--- src/rtl/adder.sv ---
// Registered unsigned N-bit adder: sum and carry-out appear one clock after the operands.
// The outputs clear asynchronously while rst is high.
module adder #(
    parameter int unsigned N = 9
) (
    input  logic         clk,
    input  logic         rst,
    input  logic [N-1:0] input1,
    input  logic [N-1:0] input2,
    output logic [N-1:0] sum,
    output logic         cout
);

    localparam int unsigned W = N + 1;

    logic [W-1:0] total_c;

    // Zero-extend both operands so the top bit of the (N+1)-bit result is the carry.
    always_comb begin
        total_c = {1'b0, input1} + {1'b0, input2};
    end

    always_ff @(posedge clk or posedge rst) begin
        if (rst) begin
            sum  <= '0;
            cout <= 1'b0;
        end else begin
            sum  <= total_c[N-1:0];
            cout <= total_c[N];
        end
    end

endmodule

--- config.mk ---
export PLATFORM = sky130hd
export DESIGN_NAME = adder
export DESIGN_NICKNAME = d
export VERILOG_FILES = /design/src/rtl/adder.sv
export SDC_FILE = /design/constraint.sdc
export NUM_CORES = 1
export LEC_CHECK = 0
export BUFFER_PORTS_ARGS = -buffer_cell sky130_fd_sc_hd__buf_2
export CORE_AREA = 2 2 39 41
export CTS_CLUSTER_DIAMETER = 60
export DETAILED_ROUTE_END_ITERATION = 16
export DIE_AREA = 0 0 41 43
export PLACE_DENSITY = 0.87
export SYNTH_ARGS = -nofsm -noshare
export SYNTH_HDL_FRONTEND = slang
export SYNTH_SLANG_ARGS = --single-unit
--- constraint.sdc ---
create_clock -name clk -period 0.8 [get_ports clk]
set_clock_uncertainty 0.1 [all_clocks]
set_input_delay 0.16 -clock clk [delete_from_list [all_inputs] [get_ports clk]]
set_output_delay 0.16 -clock clk [all_outputs]
set_load 0.02 [all_outputs]
== Word-level counts from Yosys, hierarchy flattened ==
Index checks and enable logic that the tools add are counted.

* Logic and storage cells: 3
* Input port bits: 20
* Flip-flop bits (word level): 10

* Add/sub/neg operators: 1

{| class="wikitable"
|+ Operators by type and width
! operator !! number
|-
| 9-bit by 9-bit adder with 10-bit output || 1
|}

== Longest topological paths before layout ==
Gate-level depths: netlist of the first run.

* Depth after elaboration: 1
* Mapped depth: 7

== Worst setup path before layout of the first run ==
Ideal clock, no wire load.

* Path kind: input port to flip-flop
* Start: input input1[0]
* End: register sum[8]
* Library setup time: 79 ps
* Stages: 7
* Slack: -706 ps
* Buffers on the path: 0
* Arrival: 1,327 ps
* Cell sequence: ha_1 > inv_1 > fa_1 > nor2b_4 > o2111ai_1 > a31oi_1 > xor2_1

* Longest elaborated chain between the ends: 1

{| class="wikitable"
|+ RTL lines
! item !! RTL line !! source
|-
| start, declared || 8 || <nowiki>input logic [N-1:0] input1,</nowiki>
|-
| 9-bit by 9-bit adder with 10-bit output || 20 || <nowiki>total_c = {1'b0, input1} + {1'b0, input2};</nowiki>
|-
| net total_c[8] || 16 || <nowiki>logic [W-1:0] total_c;</nowiki>
|-
| end signal, assigned || 28 || <nowiki>sum <= total_c[N-1:0];</nowiki>
|-
| end, declared || 10 || <nowiki>output logic [N-1:0] sum,</nowiki>
|}

The timed path passes the listed nets, and every way through them passes these cells.

== Worst setup path in the final report of the first run ==
Ends and elaborated chain as after synthesis.

==> results of run 1 <==
==> cell type report <==
type | instances | area share
multi-input cells | 38 | 0.4101
inverters | 5 | 0.02115
flip-flops and latches | 10 | 0.2350
repair buffers | 40 | 0.2938
clock buffers | 3 | 0.02115
well taps | 16 | 0.01880
==> flip-flops by register name, summed over array words and instances, names as in the netlist <==
| signal | flops |
|---|---|
| cout | 1 |
| sum | 9 |
==> metrics by stage <==
step	worst slack, ns	cells	util
after floorplan	-0.5866	53	-
after global placement	-0.7429	105	0.6600
after detailed placement	-0.7884	105	0.6600
after CTS	-0.4670	110	0.7432
after global routing	-0.5242	112	0.7694
final	-0.4674	112	0.7694
==> cell usage in the layout, fill, tap and decap left out, drive strengths merged, types with 2 or more instances in the layout <==
cell type	Yosys	layout
buf	0	39
dfrtp	10	10
ha	9	9
xor2	4	4
inv	5	4
a21oi	4	4
clkbuf	0	3
xnor2	3	3
nand2	2	2
a21o	2	2
o21a	2	2
==> critical path, delay by kind of cell <==
family / cells / cell delay, ns
AND/OR/NAND/NOR: 1 / 0.14
AO/OA/AOI/OAI: 2 / 0.30
buffers and inverters: 2 / 0.11
adder cells (fa/ha/maj): 2 / 0.49
XOR/XNOR: 1 / 0.16
==> power breakdown <==
part / internal, µW / leakage [µW] / switching, µW / total (µW)
Sequential: 600 / 0.000117 / 47.3 / 648
Clock: 173 / 0.0000138 / 166 / 339
Combinational: 448 / 0.000377 / 370 / 817
Total: 1220 / 0.000507 / 583 / 1800
==> final timing paths <==
check / startpoint / end / slack [ns]
setup / recovery: input1[0] / sum[8]$_DFF_PP0_ / -0.47
hold / removal: input2[0] / sum[0]$_DFF_PP0_ / -0.0004
max in group asynchronous: rst / sum[3]$_DFF_PP0_ / 0.14
min in group asynchronous: rst / sum[6]$_DFF_PP0_ / 0.28
==> what timing repair did <==
item                                    CTS  global route
gates resized for setup                  23             6
buffers inserted                          1             2
hold endpoints to repair                 10             1
pin swaps                                 5             3
endpoints found under the setup margin   19            29
==> cells by family (layout without fill, tap and decap cells) <==
logic type,Yosys count,after routing,share of synthesized area
xor+xnor,7,7,0.1008
compound gates,13,13,0.1564
buf+inv,5,48,0.03087
flops,10,10,0.4115
simple gates,8,8,0.08231
fa+ha+maj,10,10,0.2181
==> routing by layer <==
metal / up-vias / GRT usage
met5: - / 0
met4: 0 / 0.08000
met3: 0 / 0.05236
met2: 22 / 0.3313
met1: 260 / 0.2219
li1: 274 / -
==> results.py, run 1 <==
metrics = {
    "place": {
        "gp_congestion": 0.7242,
        "placement.cell_area_um2": 913.4,
        "portBuffers": 29,
        "dp_hpwl_um": 1091,
    },
    "timing": {
        "worst_pin_slew_ns": 0.3211,
        "grt_setup_unrepaired": "yes",
        "finalHoldViolations": 1,
        "holdWs_ns": -0.0004185,
        "fin_crit_sh": 1.584,
        "fin_tns_setup_ns": -5.225,
        "slew_headroom": 0.7847,
        "max_freq_ghz": 0.7890,
        "setup_violations": 19,
        "worst_slack_ns": -0.4674,
        "fin_crit_ns": 1.267,
        "slew_violations": 0,
    },
    "worst_hold_path": {
        "min_path_type": "primary input to flop",
        "hold_depth": 2,
    },
    "global_routing": {
        "globalRouteTotalUtil": 0.1976,
        "antenna_found_initial": 0,
        "grt_max_degree": 11,
        "grt_pass1_wl_um": 2380,
        "grt_pass1_vias": 600,
        "grt_overflow_total": 0,
    },
    "clocking": {
        "hold_buffers": 1,
        "clock_sinks": 10,
        "clk_path_buf_depth": 2,
        "htreeDepth": 1,
        "path_clk_slew_ns": 0.07,
        "ctsRootBufferMaster": "clkbuf_4",
        "cts_buffers": 3,
        "cts_tree": "done",
    },
    "yosys": {
        "yosysUniqueCellTypes": 22,
        "yosysTopAreaCell": "dfrtp_1",
        "synth_edf_count": 0,
        "synth_top_cells_by_count": "10 x dfrtp_1, 9 x ha_1, 5 x inv_1",
        "synth_top_area_frac": 0.4115,
        "synth.yosys.seq_area_share": 0.4115,
        "synth_area_leaders": "dfrtp_1 41%, ha_1 19%, xor2_1 5.8%",
        "synth-main-ff-cell": "dfrtp_1",
        "synth_warnings": 0,
        "ys_ff_latch": 10,
        "avgSynthCellArea_um2": 11.47,
        "synth_nets": 83,
        "yosysMostFrequentCell": "dfrtp_1",
        "synth_cells": 53,
        "async_flop_share": 1.000,
        "synth_area_um2": 608.1,
    },
    "route": {
        "drtPass1Iterations": 3,
        "vias_per_cell": 4.964,
        "vias": 556,
        "drt_iter0_drc": 7,
        "dr.max_layer_used": "met3",
        "drt-wirelength-per-cell_um": 13.01,
        "ant_nets": 0,
        "wl_um": 1457,
        "drc": 0,
        "wl_met3_um": 95,
        "m1WireLength_um": 568,
        "wl_met2_um": 794,
    },
    "worst_setup_path": {
        "crit_chain": "buf_8 -> ha_4 -> inv_2 -> fa_2 -> nor2b_4 -> o2111ai_2 -> a31oi_1 -> xor2_1",
        "worstPathMaxFanout": 2,
        "critPathRequiredTime_ns": 0.90,
        "crit_path_end_kind": "flop",
        "critPathSlowestCell": "fa_2",
        "crit_arrival_ns": 1.36,
        "slowest_delay_ns": 0.36,
        "crit_type": "primary input to flop",
        "cp-start-kind": "primary input",
    },
    "layout": {
        "regArea_um2": 250.2,
        "drive_gt1_frac": 0.6250,
        "fillers": 84,
        "n_antenna_cell": 0,
        "final_nets": 128,
        "multi_input_area_um2": 436.7,
        "area_growth_pct": 75.10,
        "design_area_mm2": 0.001065,
    },
    "power": {
        "power_density_mw_per_mm2": 1694,
        "power_uw": 1804,
        "p_leak_uw": 0.0005074,
        "ir_worst_vdd_uv": 743.7,
    },
    "die": {
        "die_w_um": 41,
        "num_rows": 14,
        "dieHeight_um": 43,
        "die-area_mm2": 0.001763,
        "io_pins": 30,
        "coreArea_mm2": 0.001384,
        "start_util": 0.4394,
    },
    "outcome": {
        "violations": "negative hold slack, negative setup slack",
        "status": "complete, but fails checks",
    },
    "flow_run": {
        "drv_cap": 0,
    },
}
Power figures use the tool's default switching activity.
==> run 2: changes to the inputs <==
--- a/config.mk
+++ b/config.mk
@@ -7,10 +7,11 @@
 export LEC_CHECK = 0
 export BUFFER_PORTS_ARGS = -buffer_cell sky130_fd_sc_hd__buf_2
 export CORE_AREA = 2 2 39 41
+export CTS_BUF_LIST = sky130_fd_sc_hd__clkbuf_4
 export CTS_CLUSTER_DIAMETER = 60
 export DETAILED_ROUTE_END_ITERATION = 16
 export DIE_AREA = 0 0 41 43
-export PLACE_DENSITY = 0.87
+export PLACE_DENSITY = 0.8
 export SYNTH_ARGS = -nofsm -noshare
 export SYNTH_HDL_FRONTEND = slang
 export SYNTH_SLANG_ARGS = --single-unit
==> run 2 against run 1 <==
Against the previous run:
- the run ends with negative setup slack left
- clock power increased by 6.8%
- critical path type unchanged
- setup slack got worse by 0.084 ns
- fmax decreased by 6.2%
- global-route usage grew 3.0 points
- sequential share of layout area decreased by 1.4 points
- count of clock-buffer cells in the layout stayed put
- sequential power is essentially flat
- critical path depth increased by 2
- total power is 5.3% higher
- combinational power increased by 8.9%
- critical endpoint is now sum[4]$_DFF_PP0_
- non-clock buffer count grew 2
==> results.py, run 2 (synthesis results as in run 1) <==
metrics = {
    "outcome": {
        "status": "complete, but fails checks",
        "violations": "negative setup slack",
    },
    "worst_hold_path": {
        "hold_depth": 2,
        "hold_start": "input1[0]",
        "min_path_type": "primary input to flop",
        "min_to": "sum[0]$_DFF_PP0_",
    },
    "timing": {
        "max_freq_ghz": 0.7399,
        "grt_setup_unrepaired": "yes",
        "setup_violations": 19,
        "fin_crit_sh": 1.689,
        "holdWs_ns": 0.02143,
        "worst_slack_ns": -0.5515,
        "fin_crit_ns": 1.351,
        "finalHoldViolations": 0,
        "fin_tns_setup_ns": -5.884,
        "slew_violations": 0,
        "slew_headroom": 0.8505,
        "worst_pin_slew_ns": 0.2225,
    },
    "clocking": {
        "path_clk_slew_ns": 0.06,
        "cts_buffers": 3,
        "clock_sinks": 10,
        "clk_path_buf_depth": 2,
        "ctsRootBufferMaster": "clkbuf_4",
        "htreeDepth": 1,
        "cts_tree": "done",
    },
    "global_routing": {
        "globalRouteTotalUtil": 0.2277,
        "grt_overflow_total": 0,
        "grt_pass1_wl_um": 2532,
        "antenna_found_initial": 0,
        "grt_max_degree": 11,
        "grt_pass1_vias": 603,
    },
    "place": {
        "gp_congestion": 0.7569,
        "dp_hpwl_um": 1212,
        "portBuffers": 29,
    },
    "layout": {
        "layout_common_cells": "15 x buf_6, 15 x buf_2, 10 x dfrtp_1, 10 x buf_4, 7 x ha_4",
        "final_nets": 130,
        "top_register": "sum",
        "drive_gt1_frac": 0.6162,
        "largest_reg_flops": 9,
        "fillers": 71,
        "n_antenna_cell": 0,
        "reg_top3": "sum (9), cout (1)",
        "regArea_um2": 250.2,
        "finish.utilization": 0.8165,
        "area_growth_pct": 85.80,
        "multi_input_area_um2": 466.7,
    },
    "die": {
        "coreArea_mm2": 0.001384,
        "num_rows": 14,
        "dieHeight_um": 43,
        "die_w_um": 41,
        "die-area_mm2": 0.001763,
        "io_pins": 30,
        "start_util": 0.4394,
    },
    "worst_setup_path": {
        "cp-start-kind": "primary input",
        "crit_arrival_ns": 1.41,
        "crit_type": "primary input to flop",
        "critPathRequiredTime_ns": 0.86,
        "crit_path_end_kind": "flop",
        "worstPathMaxFanout": 2,
    },
    "route": {
        "ant_nets": 0,
        "vias_per_cell": 5.113,
        "drc": 0,
        "wl_um": 1746,
        "drtPass1Iterations": 2,
        "vias": 588,
        "drt_iter0_drc": 6,
        "drt-wirelength-per-cell_um": 15.18,
    },
    "power": {
        "p_leak_uw": 0.0005305,
        "power_density_mw_per_mm2": 1680,
        "ir_worst_vdd_uv": 706.5,
    },
    "flow_run": {
        "drv_cap": 0,
    },
}
run 2: cell count changes in the layout (fill, tap and decap cells not counted), moves of 2 or more:
cell	previous run	this run
inv_2	3	1
inv_1	1	3
buf_6	12	15
buf_2	17	15
run 2: timing repair:
item                                    CTS  global route
endpoints found under the setup margin   19            29
hold endpoints to repair                 10             0
setup buffers                             2             2
hold buffers                              1             0
cloned                                    0             0
pin swaps                                 2             9
gates resized for setup                  25            11
run 2: critical path: stages:
cell,delay (ns)
buf_6,0.08
ha_4,0.13
inv_2,0.04
fa_2,0.37
nor2b_4,0.14
buf_4,0.13
buf_6,0.08
o21a_1,0.11
nor2_1,0.05
xnor2_1,0.12
run 2: worst max path at each step:
stage / depth (start not counted) / slack, ns / endpoint / startpoint
finish: 10 / -0.55 / sum[4]$_DFF_PP0_ / input2[0]
global route: 10 / -0.59 / sum[4]$_DFF_PP0_ / input1[0]
global placement: 8 / -0.73 / sum[8]$_DFF_PP0_ / input1[0]
floorplan: 7 / -0.59 / sum[8]$_DFF_PP0_ / input1[0]
CTS: 8 / -0.49 / sum[8]$_DFF_PP0_ / input1[0]
detailed placement: 8 / -0.84 / sum[8]$_DFF_PP0_ / input1[0]
run 2: power by group:
| part | internal (µW) | switching, µW |
|---|---|---|
| registers | 600 | 46.5 |
| clock network | 181 | 181 |
| logic | 485 | 405 |
| total | 1270 | 633 |
run 2: stage by stage:
step | area (µm²) | setup WS (ns) | total power, µW | std cells
after floorplan | 695.7 | -0.5866 | 1033 | 53
after global placement | 920.9 | -0.7332 | 1274 | 106
after detailed placement | 920.9 | -0.8423 | 1309 | 106
after CTS | 1059 | -0.4895 | 1821 | 113
after global routing | 1130 | -0.5877 | 2001 | 115
final | 1130 | -0.5515 | 1899 | 115
run 2: metal layers:
| metal | GRT usage | routed length, µm |
|---|---|---|
| met1 | 0.2178 | 643 |
| met2 | 0.4125 | 958 |
| met3 | 0.03665 | 70 |
| met4 | 0.1333 | 74 |
| met5 | 0 | 0 |
run 2: final cells by class:
cell class / count / area share
Tap cell: 16 / 0.01772
Multi-Input combinational cell: 38 / 0.4131
Clock inverter: 1 / 0.003322
Inverter: 5 / 0.01993
Sequential cell: 10 / 0.2215
Timing Repair Buffer: 42 / 0.3045
Clock buffer: 3 / 0.01993
==> run 3: changes to the inputs <==
--- a/config.mk
+++ b/config.mk
@@ -7,7 +7,6 @@
 export LEC_CHECK = 0
 export BUFFER_PORTS_ARGS = -buffer_cell sky130_fd_sc_hd__buf_2
 export CORE_AREA = 2 2 39 41
-export CTS_BUF_LIST = sky130_fd_sc_hd__clkbuf_4
 export CTS_CLUSTER_DIAMETER = 60
 export DETAILED_ROUTE_END_ITERATION = 16
 export DIE_AREA = 0 0 41 43
==> run 3 against run 2 <==
Against the previous run:
- the flow still finishes with violations (negative setup slack)
- final area is 3.4% lower
- fmax is 1.5% higher
- combinational power is 3.9% lower
- cell count is 0.87% lower
- non-clock buffer count is 1 lower
- first-iteration DRC count is 17% higher
- clock power is 26% higher
- sequential power hardly changed
- routed wire length is 2.3% higher
- count of clock-buffer cells in the layout is 1 higher
==> results.py, run 3 (synthesis results as in run 1) <==
metrics = {
    "route": {
        "vias_per_cell": 5.167,
        "drt-wirelength-per-cell_um": 15.68,
        "vias": 589,
        "ant_nets": 0,
        "drt_iter0_drc": 7,
        "wl_um": 1787,
        "drtPass1Iterations": 2,
        "drc": 0,
    },
    "worst_setup_path": {
        "crit_arrival_ns": 1.41,
        "cp-start-kind": "primary input",
        "endpoint": "sum[8]$_DFF_PP0_",
        "critPathLaunch": "input2[0]",
        "crit_path_end_kind": "flop",
        "critPathRequiredTime_ns": 0.88,
        "crit_type": "primary input to flop",
        "worstPathMaxFanout": 2,
    },
    "timing": {
        "slew_violations": 0,
        "setup_violations": 19,
        "grt_setup_unrepaired": "yes",
        "finalHoldViolations": 0,
        "slew_headroom": 0.8011,
        "fin_crit_ns": 1.331,
        "fin_crit_sh": 1.664,
        "max_freq_ghz": 0.7513,
        "worst_slack_ns": -0.5311,
        "worst_pin_slew_ns": 0.2966,
    },
    "die": {
        "start_util": 0.4394,
        "dieHeight_um": 43,
        "die-area_mm2": 0.001763,
        "die_w_um": 41,
        "coreArea_mm2": 0.001384,
        "num_rows": 14,
        "io_pins": 30,
    },
    "outcome": {
        "status": "complete, but fails checks",
        "violations": "negative setup slack",
    },
    "power": {
        "ir_worst_vdd_uv": 694.4,
        "power_density_mw_per_mm2": 1795,
        "p_leak_uw": 0.0005263,
        "power_uw": 1958,
    },
    "worst_hold_path": {
        "min_path_type": "primary input to flop",
    },
    "clocking": {
        "clock_sinks": 10,
        "cts_tree": "done",
        "ctsRootBufferMaster": "clkbuf_4",
        "path_clk_slew_ns": 0.07,
        "cts_buffers": 3,
        "htreeDepth": 1,
        "clk_path_buf_depth": 2,
    },
    "layout": {
        "reg_top3": "sum (9), cout (1)",
        "final_nets": 129,
        "top_register": "sum",
        "n_antenna_cell": 0,
        "area_growth_pct": 79.42,
        "layout_commonest_cell": "buf_2",
        "fillers": 82,
        "layout_common_cells": "17 x buf_2, 12 x buf_6, 10 x dfrtp_1, 10 x buf_4, 6 x ha_4",
        "drive_gt1_frac": 0.6224,
        "fin_cells": 114,
        "largest_reg_flops": 9,
    },
    "place": {
        "portBuffers": 29,
        "gp_congestion": 0.7569,
        "dp_cells": 106,
        "dp_hpwl_um": 1212,
    },
    "global_routing": {
        "grt_overflow_total": 0,
        "grt_max_degree": 11,
        "antenna_found_initial": 0,
        "grt_pass1_wl_um": 2642,
        "grt_pass1_vias": 623,
        "globalRouteTotalUtil": 0.2330,
    },
    "flow_run": {
        "drv_cap": 0,
    },
}
[run 3: routing by layer]
layer / vias up / wire length (µm) / GRT usage
met4: 0 / 19 / 0.08000
met2: 23 / 1020 / 0.4500
met5: - / 0 / 0
li1: 276 / - / -
met3: 4 / 73 / 0.03141
met1: 286 / 674 / 0.2252
[run 3: final cells by class]
type,instances,area (µm²),area share
Multi-Input combinational cell,38,441.7,0.4048
Timing Repair Buffer,41,320.3,0.2936
Sequential cell,10,250.2,0.2294
Clock buffer,4,36.28,0.03326
Inverter,5,22.52,0.02064
Tap cell,16,20.02,0.01835
[run 3: worst min path at each step]
stage	startpoint	endpoint	slack, ns	cells past startpoint
after global placement	rst	sum[5]$_DFF_PP0_	0.03	2
after floorplan	rst	cout$_DFF_PP0_	-0.1	1
after global routing	input2[0]	sum[0]$_DFF_PP0_	0.03	2
after CTS	input2[0]	sum[0]$_DFF_PP0_	0.008	2
after detailed placement	rst	sum[1]$_DFF_PP0_	0.04	2
final	input1[0]	sum[0]$_DFF_PP0_	0.03	2
[run 3: per-stage QoR]
| stage | utilization | cell area [µm²] | worst slack (ns) | hold slack [ns] | setup TNS, ns |
|---|---|---|---|---|---|
| 3_5_place_dp | 0.6655 | 920.9 | -0.8423 | 0.04321 | -5.401 |
| 2_1_floorplan | - | 695.7 | -0.5866 | -0.09982 | -3.328 |
| 3_3_place_gp | 0.6655 | 920.9 | -0.7332 | 0.02900 | -5.036 |
| 4_1_cts | 0.7722 | 1069 | -0.4825 | 0.008010 | -5.209 |
| 6_report | 0.7884 | 1091 | -0.5311 | 0.02767 | -5.458 |
| 5_1_grt | 0.7884 | 1091 | -0.6049 | 0.02834 | -6.044 |
[run 3: worst max-delay path: stages]
cell and delay, ns:
buf_6 0.08, ha_4 0.13, inv_2 0.04, fa_2 0.37
nor2b_4 0.14, o2111ai_2 0.12, a31oi_1 0.18, xor2_1 0.19
[run 3: power by group]
part | internal, µW | total (µW) | switching, µW | leakage [µW]
clock network | 277 | 455 | 179 | 0.0000210
registers | 600 | 648 | 47.8 | 0.000117
logic | 463 | 855 | 392 | 0.000388
total | 1340 | 1960 | 619 | 0.000526
[run 3: what timing repair did]
action	in CTS	in global routing
pin swaps	2	3
hold buffers	1	0
setup endpoints to repair	19	29
buffers inserted	2	1
hold endpoints to repair	10	0
gates resized for setup	25	4
